`src/rtl/lms_pkg.sv`:
```
// lms_pkg: shared widths, FSM state encoding and saturation helper for the LMS error path.
package lms_pkg;
    localparam int DEF_X_W = 16;
    localparam int DEF_D_W = 16;
    localparam int DEF_Y_W = 16;
    localparam int DEF_E_W = 16;

    typedef enum logic [2:0] {
        IDLE  = 3'd0,
        ISSUE = 3'd1,
        WAIT  = 3'd2,
        CALC  = 3'd3,
        OUT   = 3'd4
    } state_e;

    // Clamp a signed value to the range of a w-bit two's complement number (w <= 32).
    function automatic logic signed [32:0] sat_ew(input logic signed [32:0] v, input int w);
        logic signed [32:0] hi;
        logic signed [32:0] lo;
        hi = (33'sd1 <<< (w - 1)) - 33'sd1;
        lo = -(33'sd1 <<< (w - 1));
        return (v > hi) ? hi : (v < lo) ? lo : v;
    endfunction
endpackage

```
`src/rtl/lms_sat_sub.sv`:
```
// lms_sat_sub: signed d - y at full precision, saturated to E_W bits.
module lms_sat_sub import lms_pkg::*; #(
    parameter int D_W = DEF_D_W,
    parameter int Y_W = DEF_Y_W,
    parameter int E_W = DEF_E_W
) (
    input  logic signed [D_W-1:0] d,
    input  logic signed [Y_W-1:0] y,
    output logic signed [E_W-1:0] e
);
    localparam int M_W = (D_W > Y_W ? D_W : Y_W) + 1;
    logic signed [M_W-1:0] diff;
    assign diff = M_W'(d) - M_W'(y);
    assign e = E_W'(sat_ew(33'(diff), E_W));
endmodule

```
`src/rtl/lms_err_ctrl.sv`:
```
// lms_err_ctrl: launches one LMS filter iteration per sample pair, forms sat(d - y)
// and feeds the step-scaled error back to the filter for the next iteration.
module lms_err_ctrl import lms_pkg::*; #(
    parameter int X_W   = DEF_X_W,
    parameter int D_W   = DEF_D_W,
    parameter int Y_W   = DEF_Y_W,
    parameter int E_W   = DEF_E_W,
    parameter int MU_SH = 4,
    parameter int TO_W  = 8
) (
    input  logic           clk,
    input  logic           rst_n,
    input  logic           s_valid,
    output logic           s_ready,
    input  logic [X_W-1:0] s_xin,
    input  logic [D_W-1:0] s_din,
    output logic           f_en,
    output logic [X_W-1:0] f_xin,
    output logic [E_W-1:0] f_err,
    input  logic           f_update,
    input  logic [Y_W-1:0] f_yout,
    output logic           m_valid,
    input  logic           m_ready,
    output logic [E_W-1:0] m_eout,
    output logic [Y_W-1:0] m_yout,
    output logic           timeout
);
    // Counter value one below all-ones: the edge that would take it to all-ones ends WAIT.
    localparam logic [TO_W-1:0] TO_LAST = {{(TO_W-1){1'b1}}, 1'b0};

    state_e                state;
    logic [TO_W-1:0]       cnt;
    logic [D_W-1:0]        d_r;
    logic signed [E_W-1:0] e;

    assign s_ready = state == IDLE;
    assign f_en    = state == ISSUE;
    assign m_valid = state == OUT;

    lms_sat_sub #(.D_W(D_W), .Y_W(Y_W), .E_W(E_W)) u_sat (
        .d (d_r),
        .y (m_yout),
        .e (e)
    );

    always_ff @(posedge clk or negedge rst_n) begin
        if (!rst_n) begin
            state   <= IDLE;
            cnt     <= '0;
            d_r     <= '0;
            f_xin   <= '0;
            f_err   <= '0;
            m_eout  <= '0;
            m_yout  <= '0;
            timeout <= 1'b0;
        end else begin
            timeout <= 1'b0;
            case (state)
                IDLE: if (s_valid) begin
                    f_xin <= s_xin;
                    d_r   <= s_din;
                    state <= ISSUE;
                end
                ISSUE: begin
                    cnt   <= '0;
                    state <= WAIT;
                end
                WAIT: begin
                    cnt <= cnt + 1'b1;
                    if (f_update) begin
                        m_yout <= f_yout;
                        state  <= CALC;
                    end else if (cnt == TO_LAST) begin
                        timeout <= 1'b1;
                        state   <= IDLE;
                    end
                end
                CALC: begin
                    m_eout <= e;
                    f_err  <= e >>> MU_SH;
                    state  <= OUT;
                end
                OUT: if (m_ready) state <= IDLE;
                default: state <= IDLE;
            endcase
        end
    end
endmodule

```
`config.mk`:
```
export PLATFORM = sky130hd
export DESIGN_NAME = lms_err_ctrl
export DESIGN_NICKNAME = d
export VERILOG_FILES = /design/src/rtl/lms_pkg.sv /design/src/rtl/lms_sat_sub.sv /design/src/rtl/lms_err_ctrl.sv
export SDC_FILE = /design/constraint.sdc
export NUM_CORES = 1
export LEC_CHECK = 0
export CORE_AREA = 5 5 75 146
export CTS_BUF_LIST = sky130_fd_sc_hd__clkbuf_4 sky130_fd_sc_hd__clkbuf_8
export CTS_CLUSTER_DIAMETER = 150
export DETAILED_ROUTE_END_ITERATION = 8
export DIE_AREA = 0 0 80 151
export GPL_TIMING_DRIVEN = 0
export PLACE_DENSITY = 0.78
export SYNTH_ARGS = -nofsm -noshare
export SYNTH_HDL_FRONTEND = slang
export SYNTH_SLANG_ARGS = --single-unit
```
`constraint.sdc`:
```
create_clock -name clk -period 2.4 [get_ports clk]
set_input_delay 0.48 -clock clk [delete_from_list [all_inputs] [get_ports clk]]
set_output_delay 0.48 -clock clk [all_outputs]
set_load 0.02 [all_outputs]
```
After elaboration in Yosys (flattened, before gate mapping)
Cells that the tools add are included.

Register bits: 88. Memory bits (writable): 0. ROM bits: 0. Bits in latches: 0. Memories: 0. Output and inout port bits: 68. Word-level logic and storage cells: 36.

Div/mod/pow operators: 0. Equal/unequal tests: 8. $mul: 0. Mux-type cells: 11. $lt $le $gt $ge: 2. Reductions and logical operators: 5. Shifts and indexed selects: 0. Bitwise operators: 0. Add/subtract/negate cells: 2.

Operator list (number): $mux W16 (2); $gt A17 B16 Y1 const B (1); $lt A17 B16 Y1 const B (1); $sub A16 B16 Y17 (1); $pmux W8 S2 (1); $pmux W3 S5 (1); $mux W3 (4); $add A8 B1 Y8 const B (1); $eq A8 B8 Y1 const B (1); $eq A3 B2 Y1 const B (2); $reduce_and A2 Y1 (2); $eq A3 B1 Y1 const B (1); $eq A3 B3 Y1 const B (1); $logic_not A3 Y1 (1); $mux W1 (3); $ne A3 B3 Y1 const B (1); $reduce_and A3 Y1 (1); $ne A2 B1 Y1 const B (1); $ne A2 B2 Y1 const B (1); $reduce_bool A2 Y1 (1).

Logic depth before layout (Yosys ltp)
Gate-level depths: netlist of the first run.

Word-level depth: 4. Depth in mapped cells: 11.

Modules after synthesis
From an unflattened synthesis of the first run, not the netlist that was laid out.

Cell total of the unflattened synthesis: 414. Area, all modules: 4667.0 µm².

By module, submodules not included: lms_err_ctrl (instances 1, area an instance 3136.8 µm², sequential area each 1901.8 µm², cells an instance 213); lms_sat_sub (instances 1, area an instance 1530.2 µm², sequential area each 0.0 µm², cells an instance 201).

Worst setup path after synthesis of the first run
No wires, ideal clock.

Path kind: register -> register. Start point: register m_yout[0]. End point: register f_err[1]. Buffers on the path: 0. Stages on the path, launching flop included: 10. Setup time: 0.092 ns. Arrival: 2.614 ns. Required time: 2.308 ns. Period minus slack after synthesis: 2.706 ns. Setup slack: -0.306 ns. Path through: dfrtp_1 ha_1 fa_1 nand2b_1 a21o_1 a31oi_1 a211o_1 a21oi_1 mux2_4 o31ai_2.

Cells in the longest elaborated chain, start to end: 4. Elaborated cells between the ends (all ways): 5. Classes of those cells: 1 x add/sub; 2 x order compare; 2 x mux.

Ends and longest elaborated chain: start, declared (RTL line lms_err_ctrl.sv:25) `output logic [Y_W-1:0] m_yout,`; start signal, assigned (RTL line lms_err_ctrl.sv:71) `m_yout <= f_yout;`; $sub A16 B16 Y17 * (RTL line lms_sat_sub.sv:13) `assign diff = M_W'(d) - M_W'(y);`; $lt A17 B16 Y1 (RTL line lms_pkg.sv:22) `return (v > hi) ? hi : (v < lo) ? lo : v;`; $mux W16 (RTL line lms_pkg.sv:22); $mux W16 * (RTL line lms_pkg.sv:22); end signal, assigned (RTL line lms_err_ctrl.sv:80) `f_err <= e >>> MU_SH;`; end, declared (RTL line lms_err_ctrl.sv:19) `output logic [E_W-1:0] f_err,`.

Every way passes the cells marked *; elsewhere a longest branch is shown, timed or not. A chain may end at the register's enable or synchronous reset.

Worst setup path after layout of the first run
Start point: register m_yout[0]. End point: register f_err[8].

Same word-level chain as after synthesis.

==> reports/results.txt, run 1 <==
Status: finished with violations
Failing checks: setup timing
Slowest stage cell, crit path: dfrtp_2
Initial DRC count: 202
Root buffer cell: clkbuf_8
Worst Max-Slew Pin Slew: 681 ps
Fin. Hold Viols: 0
Initial DRT Pass Iterations: 5
Top cells by area, synth: dfrtp_1 (45%), mux2_2 (8.2%), ha_1 (5.3%), o21ai_0 (4.6%), nand2_1 (4.2%)
Synth async-reset ratio: 1.00
First-pass GRT wire length: 19200 µm
DRT Wirelength: 11800 µm
Diode count: 0
Area leader, netlist: dfrtp_1
Synth Warn #: 0
Initial antenna violation count: 0
Vias per std cell: 5.30
Layout cell share with drive strength beyond 1: 0.260
Initial Util: 0.437
Hpwl dp: 8890 µm
Max_slew headroom: 0.546
WP data arrival: 2810 ps
Number of global-route vias before repair: 4088
Htree depth: 3
Mapped Avg Cell Area: 9.81 µm²
XOR/XNOR Fraction of Synth Area: 0.0165
Post-Synthesis Cells: 432
Post-synth EDFFs: 0
Clock Latency Late Sink: 360 ps
CTS tree: yes
Seq/Total Area, Yosys: 0.449
Clock buffer depth: 2
Setup Skew: 15.5 ps
Post-synthesis adder-cell area fraction: 0.0579
RSZ-0062 raised after global routing: yes
Die height: 151 µm
Post-route DRC: 0
Final Critical Period: 2540 ps
Full die area: 12100 µm²
Die Wd: 80 µm
Via count: 3795
Worst setup SP type: flop
Kind of critical path: flop to flop
Fmax: 0.393 GHz
WP data required: 2670 ps
Clk sink count: 76
Global route overflow: 0
Post-synthesis mux area share: 0.0906
Top-count cell post-synth: dfrtp_1
Avg WL per Cell: 16.5 µm
Synth top cells by count: dfrtp_1 (76), nand2_1 (47), o21ai_0 (39)
Pins Over Slew Limit: 0
# rows: 51
Main combinational cell family by area after synthesis: compound AO/OA/AOI/OAI gates
Max-capacitance violation count: 0
Synth Area in Compound Gates: 0.188
Max FO, Critical Path: 8
Core region area: 9700 µm²
Ys flop type: dfrtp_1
Final nets: 651
Synth unique cells: 54
Total Neg Setup Slack: -1500 ps
Buffers on Ports: 120
Max stage delay on crit path: 440 ps
Critical-path cell list: ha_4 -> fa_2 -> nand2b_4 -> a21o_1 -> a31oi_4 -> a211o_4 -> a21oi_2 -> mux2_4 -> o31ai_4
Final Cycle Share: 1.06
Hold Crit Class: input port to async pin
Post-synthesis cell area: 4240 µm²
Antenna Violating Nets Remaining: 0
Final setup viols: 15
Reg2reg path depth: 9
Layout area overhead: 48.7%
Global router's overall resource usage: 0.203
Clock transition at path regs: 90 ps
Worst setup margin: -144 ps
Synth top area share: 0.449
Synth Net Count: 504
Io pins: 121
WP buf/inv: 0
Simple-gate share of the synthesized area: 0.126
TritonCTS Buffers: 9
CP top delay family: compound AO/OA/AOI/OAI gates
Pin count of the biggest net entering global routing: 53
Instance count on the critical path: 9
Hold_buf cts: 0
CP endpoint kind: flop
Final GP Congestion: 0.880
Register bit total from synthesis: 76
-- registers in the layout, indices dropped and copies added (netlist names) --
register	cells
state	3
cnt	8
timeout	1
m_yout	16
m_eout	4
d_r	16
f_xin	16
f_err	12
-- routing by layer --
layer / vias up / routed length, µm / part of all wire / global-route usage
li1: 1813 / - / - / -
met3: 36 / 698 / 0.059 / 0.0375
met2: 158 / 6750 / 0.57 / 0.396
met4: 0 / 422 / 0.036 / 0.102
met1: 1788 / 3980 / 0.34 / 0.196
met5: - / 0 / 0 / 0
-- path summary, 6_finish.rpt --
kind | from | end | slack [ps]
max | m_yout[0] | f_err[8] | -140
max in group asynchronous | rst_n | m_yout[10] | 1790
max reg2reg | m_yout[0] | f_err[8] | -140
min reg2reg | m_eout[3] | m_eout[3] | 500
min in group clk | m_eout[3] | m_eout[3] | 500
min | rst_n | timeout | 7
-- layout make-up --
cell class	count	area [µm²]
buffer	35	218
clock buffer	10	138
clock inverter	6	87.6
fill	777	3400
inverter	24	90.1
multi-input combinational	294	2320
sequential	76	1910
tap	132	165
timing repair buffer	139	1370
-- cells in the final DEF (no fill, tap or decap), types with 4 or more instances in the layout --
cell,synthesis,final
buf_4,16,32
dfrtp_2,0,9
xnor2_1,4,4
clkbuf_8,0,10
dfrtp_1,76,67
nand3_1,5,5
buf_6,1,5
ha_1,18,6
nor2_1,19,19
xor2_1,4,4
mux2_2,31,31
a211o_1,5,4
inv_1,24,19
inv_2,0,5
o21ai_0,39,37
nand2_1,47,47
o21a_1,6,6
a21oi_2,1,8
ha_4,0,9
a31oi_1,7,6
o31ai_4,0,4
or3_1,4,4
o31ai_2,8,5
clkbuf_1,17,10
clkdlybuf4s50_1,0,116
nor3_1,14,13
a21o_1,4,4
a21oi_1,31,22
-- what timing repair did --
item | CTS | global route
resized for setup | 38 | 22
endpoints found under the setup margin | 18 | 23
pin swaps | 20 | 16
gates cloned | 1 | 0
setup buffers | 16 | 2
-- logic make-up after synthesis --
kind of cell | after synthesis
xor+xnor | 8
buf+inv | 62
compound gates | 122
flops | 76
fa+ha+maj | 19
mux | 34
simple gates | 111
-- per-stage QoR --
| stage | std cells | util | setup WS [ps] | cell area, µm² | hold WS [ps] |
|---|---|---|---|---|---|
| 6_report | 716 | 0.650 | -144 | 6300 | 7.07 |
| 5_1_grt | 716 | 0.650 | -228 | 6300 | 24.8 |
| 4_1_cts | 714 | 0.639 | -121 | 6200 | 14.3 |
| 3_5_place_dp | 685 | 0.587 | -231 | 5700 | 411 |
| 3_3_place_gp | 684 | 0.585 | -2000 | 5670 | 487 |
| 2_1_floorplan | 432 | - | -23.5 | 4310 | 184 |
Power of run 1 is not shown: default switching activity piles up to over one toggle a cycle in this logic, so the estimate is an artifact.
==> run 2, diff against run 1 <==
--- a/config.mk
+++ b/config.mk
@@ -12,6 +12,7 @@
 export DIE_AREA = 0 0 80 151
 export GPL_TIMING_DRIVEN = 0
 export PLACE_DENSITY = 0.78
+export SKIP_LAST_GASP = 1
 export SYNTH_ARGS = -nofsm -noshare
 export SYNTH_HDL_FRONTEND = slang
 export SYNTH_SLANG_ARGS = --single-unit
==> reports/results.txt, run 2 (same netlist as run 1, synthesis figures left out) <==
Worst Max-Slew Pin Slew: 687 ps
Clock Latency Late Sink: 370 ps
Worst setup SP type: flop
Fmax: 0.393 GHz
Via count: 3832
Global route overflow: 0
Layout cell share with drive strength beyond 1: 0.271
Dpl cell area: 5700 µm²
Core region area: 9700 µm²
Io pins: 121
Critical-path cell list: ha_4 -> fa_2 -> nand2b_4 -> a21o_1 -> a31oi_4 -> a21oi_4 -> o211ai_4 -> buf_6 -> a22o_1 -> a31oi_1
Cell Count Post-Placement: 685
Clock buffer depth: 2
Antenna Violating Nets Remaining: 0
WP data arrival: 2770 ps
Number of global-route vias before repair: 4085
Max FO, Critical Path: 5
Final GP Congestion: 0.880
Setup Skew: 15.6 ps
First-pass GRT wire length: 19300 µm
Final Cycle Share: 1.06
Top Registers: d_r x16, f_xin x16, m_yout x16
Final nets: 651
Fill count: 773
Worst setup margin: -148 ps
CP endpoint kind: flop
Most frequent cells in the layout: clkdlybuf4s50_1 (116), dfrtp_1 (67), nand2_1 (47)
Die height: 151 µm
Fin. Hold Viols: 0
Pins Over Slew Limit: 0
# rows: 51
Initial DRC count: 216
Vias per std cell: 5.35
Hold_buf cts: 0
Layout area overhead: 49.3%
Initial Util: 0.437
Htree depth: 3
Worst r2r src: m_yout[0]
Global router's overall resource usage: 0.204
FF-to-FF setup slack: -150 ps
Finished Cell Area: 6330 µm²
Hold Crit Class: input port to async pin
Final Critical Period: 2550 ps
WP data required: 2630 ps
Max stage delay on crit path: 440 ps
Die Wd: 80 µm
Initial antenna violation count: 0
Root buffer cell: clkbuf_8
Avg WL per Cell: 16.8 µm
Pin count of the biggest net entering global routing: 53
RSZ-0062 raised after global routing: yes
Status: finished with violations
Buffers on Ports: 120
Reg2reg path depth: 10
Final setup viols: 15
Full die area: 12100 µm²
Diode count: 0
Crit Reg-Reg Endpoint: f_err[5]
Failing checks: setup timing
Slowest stage cell, crit path: dfrtp_2
Hpwl dp: 8890 µm
Initial DRT Pass Iterations: 4
Post-route DRC: 0
Final std cells w/o fill: 716
Commonest non-fill, non-tap cell in the layout: clkdlybuf4s50_1
CTS tree: yes
Clk sink count: 76
Max-capacitance violation count: 0
DRT Wirelength: 12000 µm
TritonCTS Buffers: 9
Clock transition at path regs: 90 ps
Max_slew headroom: 0.542
Kind of critical path: flop to flop
## run 2: worst max path at each step
| stage | start | endpoint | cells after the start |
|---|---|---|---|
| final | m_yout[0] | f_err[5] | 10 |
| after global routing | m_yout[10] | f_err[4] | 10 |
| after CTS | m_yout[0] | m_eout[2] | 10 |
| after detailed placement | m_yout[0] | f_err[9] | 10 |
| after global placement | rst_n | m_yout[13] | 1 |
| after floorplan | m_yout[0] | f_err[1] | 9 |
## run 2: stage by stage
step | TNS [ps] | hold slack, ps | utilization | setup WS (ps)
2_1_floorplan | -190 | 184 | - | -23.5
5_1_grt | -2920 | 24.8 | 0.653 | -233
6_report | -1640 | 5.99 | 0.653 | -148
3_3_place_gp | -134740 | 487 | 0.585 | -2000
3_5_place_dp | -2650 | 411 | 0.587 | -231
4_1_cts | -1520 | 14.3 | 0.639 | -127
## run 2: final cells by class
| class | instances | area (µm²) | share of cell area |
|---|---|---|---|
| clock inverters | 6 | 87.6 | 0.0138 |
| inverters | 24 | 90.1 | 0.0142 |
| multi-input cells | 294 | 2340 | 0.370 |
| plain buffers | 33 | 208 | 0.0328 |
| well taps | 132 | 165 | 0.0261 |
| repair buffers | 141 | 1380 | 0.219 |
| flip-flops and latches | 76 | 1910 | 0.302 |
| clock buffers | 10 | 138 | 0.0217 |
## run 2: layer usage
metal,up-vias,track usage,wire [µm]
met1,1834,0.197,4060
met2,144,0.395,6840
met4,0,0.104,480
li1,1811,-,-
met5,-,0,0
met3,43,0.0381,624
## run 2: what timing repair did
action / 4_1_cts / 5_1_grt
gates resized for setup: 37 / 30
buffers inserted: 16 / 4
pin swaps: 20 / 18
gates cloned: 1 / 0
endpoints found under the setup margin: 18 / 23
## run 2: critical path, delay by kind of cell, from the launching register on
family	cells	cell delay, ps
AO/OA/AOI/OAI	6	1100
adder cells (fa/ha/maj)	2	530
flip-flops	1	440
buffers and inverters	1	180
AND/OR/NAND/NOR	1	150
Power of run 2 is left out for the same reason.
==> run 3, diff against run 2 <==
--- a/config.mk
+++ b/config.mk
@@ -11,7 +11,9 @@
 export DETAILED_ROUTE_END_ITERATION = 8
 export DIE_AREA = 0 0 80 151
 export GPL_TIMING_DRIVEN = 0
+export HOLD_SLACK_MARGIN = 0.06
 export PLACE_DENSITY = 0.78
+export REMOVE_ABC_BUFFERS = 1
 export SKIP_LAST_GASP = 1
 export SYNTH_ARGS = -nofsm -noshare
 export SYNTH_HDL_FRONTEND = slang
==> reports/results.txt, run 3 (same netlist as run 1, synthesis figures left out) <==
Root buffer cell: clkbuf_8
TritonCTS Buffers: 9
Setup Skew: 14.3 ps
Pins Over Slew Limit: 0
Initial Util: 0.437
WP data arrival: 2720 ps
Global route overflow: 0
Final setup viols: 12
Final std cells w/o fill: 686
Worst r2r src: m_yout[0]
Global router's overall resource usage: 0.198
Hold worst-path end: m_eout[3]
Cell Count Post-Placement: 648
Reg2reg path depth: 10
Crit Reg-Reg Endpoint: f_err[3]
Clock transition at path regs: 80 ps
Status: finished with violations
Final nets: 621
Clock Latency Late Sink: 360 ps
Avg WL per Cell: 17.4 µm
Layout cell share with drive strength beyond 1: 0.236
GR peak layer: met2
Initial DRC count: 170
First-pass GRT wire length: 18500 µm
Hold Crit Depth: 2
Initial antenna violation count: 0
Top Registers: d_r x16, f_xin x16, m_yout x16
Diode count: 0
Grt met2 use: 0.378
Final GP Congestion: 0.860
Core region area: 9700 µm²
Max FO, Critical Path: 6
Finished Cell Area: 6130 µm²
Final hold slack: 485 ps
RSZ-0062 raised after global routing: yes
Final Cycle Share: 1.04
Reg area: 1910 µm²
Clock buffer depth: 2
Final Critical Period: 2500 ps
Antenna Violating Nets Remaining: 0
Io pins: 121
Area of the multi-input gates: 2360 µm²
Full die area: 12100 µm²
Met1 usage: 0.189
Max_slew headroom: 0.407
Commonest non-fill, non-tap cell in the layout: clkdlybuf4s50_1
Hpwl dp: 8290 µm
Fin. Hold Viols: 0
Initial DRT Pass Iterations: 4
Worst setup margin: -96.8 ps
WP data required: 2620 ps
Dpl cell area: 5430 µm²
Via count: 3745
M3 GR Usage: 0.0375
# rows: 51
Die height: 151 µm
Fill count: 808
Fmax: 0.401 GHz
Failing checks: setup timing
Post-route DRC: 0
Buffers on Ports: 120
Kind of critical path: flop to flop
Max-capacitance violation count: 0
FF-to-FF setup slack: -100 ps
Worst setup SP type: flop
Clk sink count: 76
CTS tree: yes
Hold Crit Start: m_eout[3]
Number of global-route vias before repair: 3921
Htree depth: 3
Worst Max-Slew Pin Slew: 886 ps
Hold Crit Class: flop to flop
Most frequent cells in the layout: clkdlybuf4s50_1 (117), dfrtp_1 (74), nand2_1 (45)
Pin count of the biggest net entering global routing: 65
Layout area overhead: 44.6%
DRT Wirelength: 11900 µm
Vias per std cell: 5.46
Die Wd: 80 µm
CP endpoint kind: flop
[run 3: area by class of cell]
cell class,instances,share of cell area
Multi-Input combinational cell,296,0.385
Sequential cell,76,0.311
Timing Repair Buffer,142,0.229
Tap cell,132,0.0269
Clock buffer,12,0.0249
Inverter,24,0.0153
Clock inverter,4,0.00796
[run 3: timing repair]
item	4_1_cts	5_1_grt
cloned	2	0
resized for setup	44	24
pin swaps	19	11
setup buffers	12	7
endpoints found under the setup margin	19	17
hold buffers	1	0
endpoints found under the hold margin	12	0
[run 3: layer usage]
| metal | wire, µm | part of all wire |
|---|---|---|
| met1 | 4080 | 0.34 |
| met2 | 6740 | 0.57 |
| met3 | 563 | 0.047 |
| met4 | 522 | 0.044 |
| met5 | 0 | 0 |
[run 3: worst max-delay path, stage by stage, from the launching register on]
cell      delay, ps
dfrtp_1         430
ha_4            190
fa_2            330
nand2b_4        150
a21o_1          210
a31oi_4         210
a211o_4         230
buf_4           130
nand3b_2        170
a21oi_1         230
o31ai_2          80
[run 3: metrics by stage]
stage | utilization | setup TNS, ps | worst slack [ps]
CTS | 0.615 | -318 | -79.6
global route | 0.632 | -2130 | -191
floorplan | - | -11350 | -371
detailed placement | 0.560 | -8280 | -594
global placement | 0.556 | -174300 | -1750
finish | 0.632 | -788 | -96.8
[run 3: how the worst max path moves through the flow]
stage	startpoint	depth (start not counted)	endpoint	slack (ps)
2_1_floorplan	state[2]	3	m_yout[0]	-370
3_3_place_gp	rst_n	1	cnt[1]	-1750
3_5_place_dp	m_yout[0]	9	f_err[9]	-590
4_1_cts	m_yout[0]	9	f_err[10]	-80
5_1_grt	m_yout[11]	8	f_err[9]	-190
6_report	m_yout[0]	10	f_err[3]	-100
Power of run 3 is left out for the same reason.
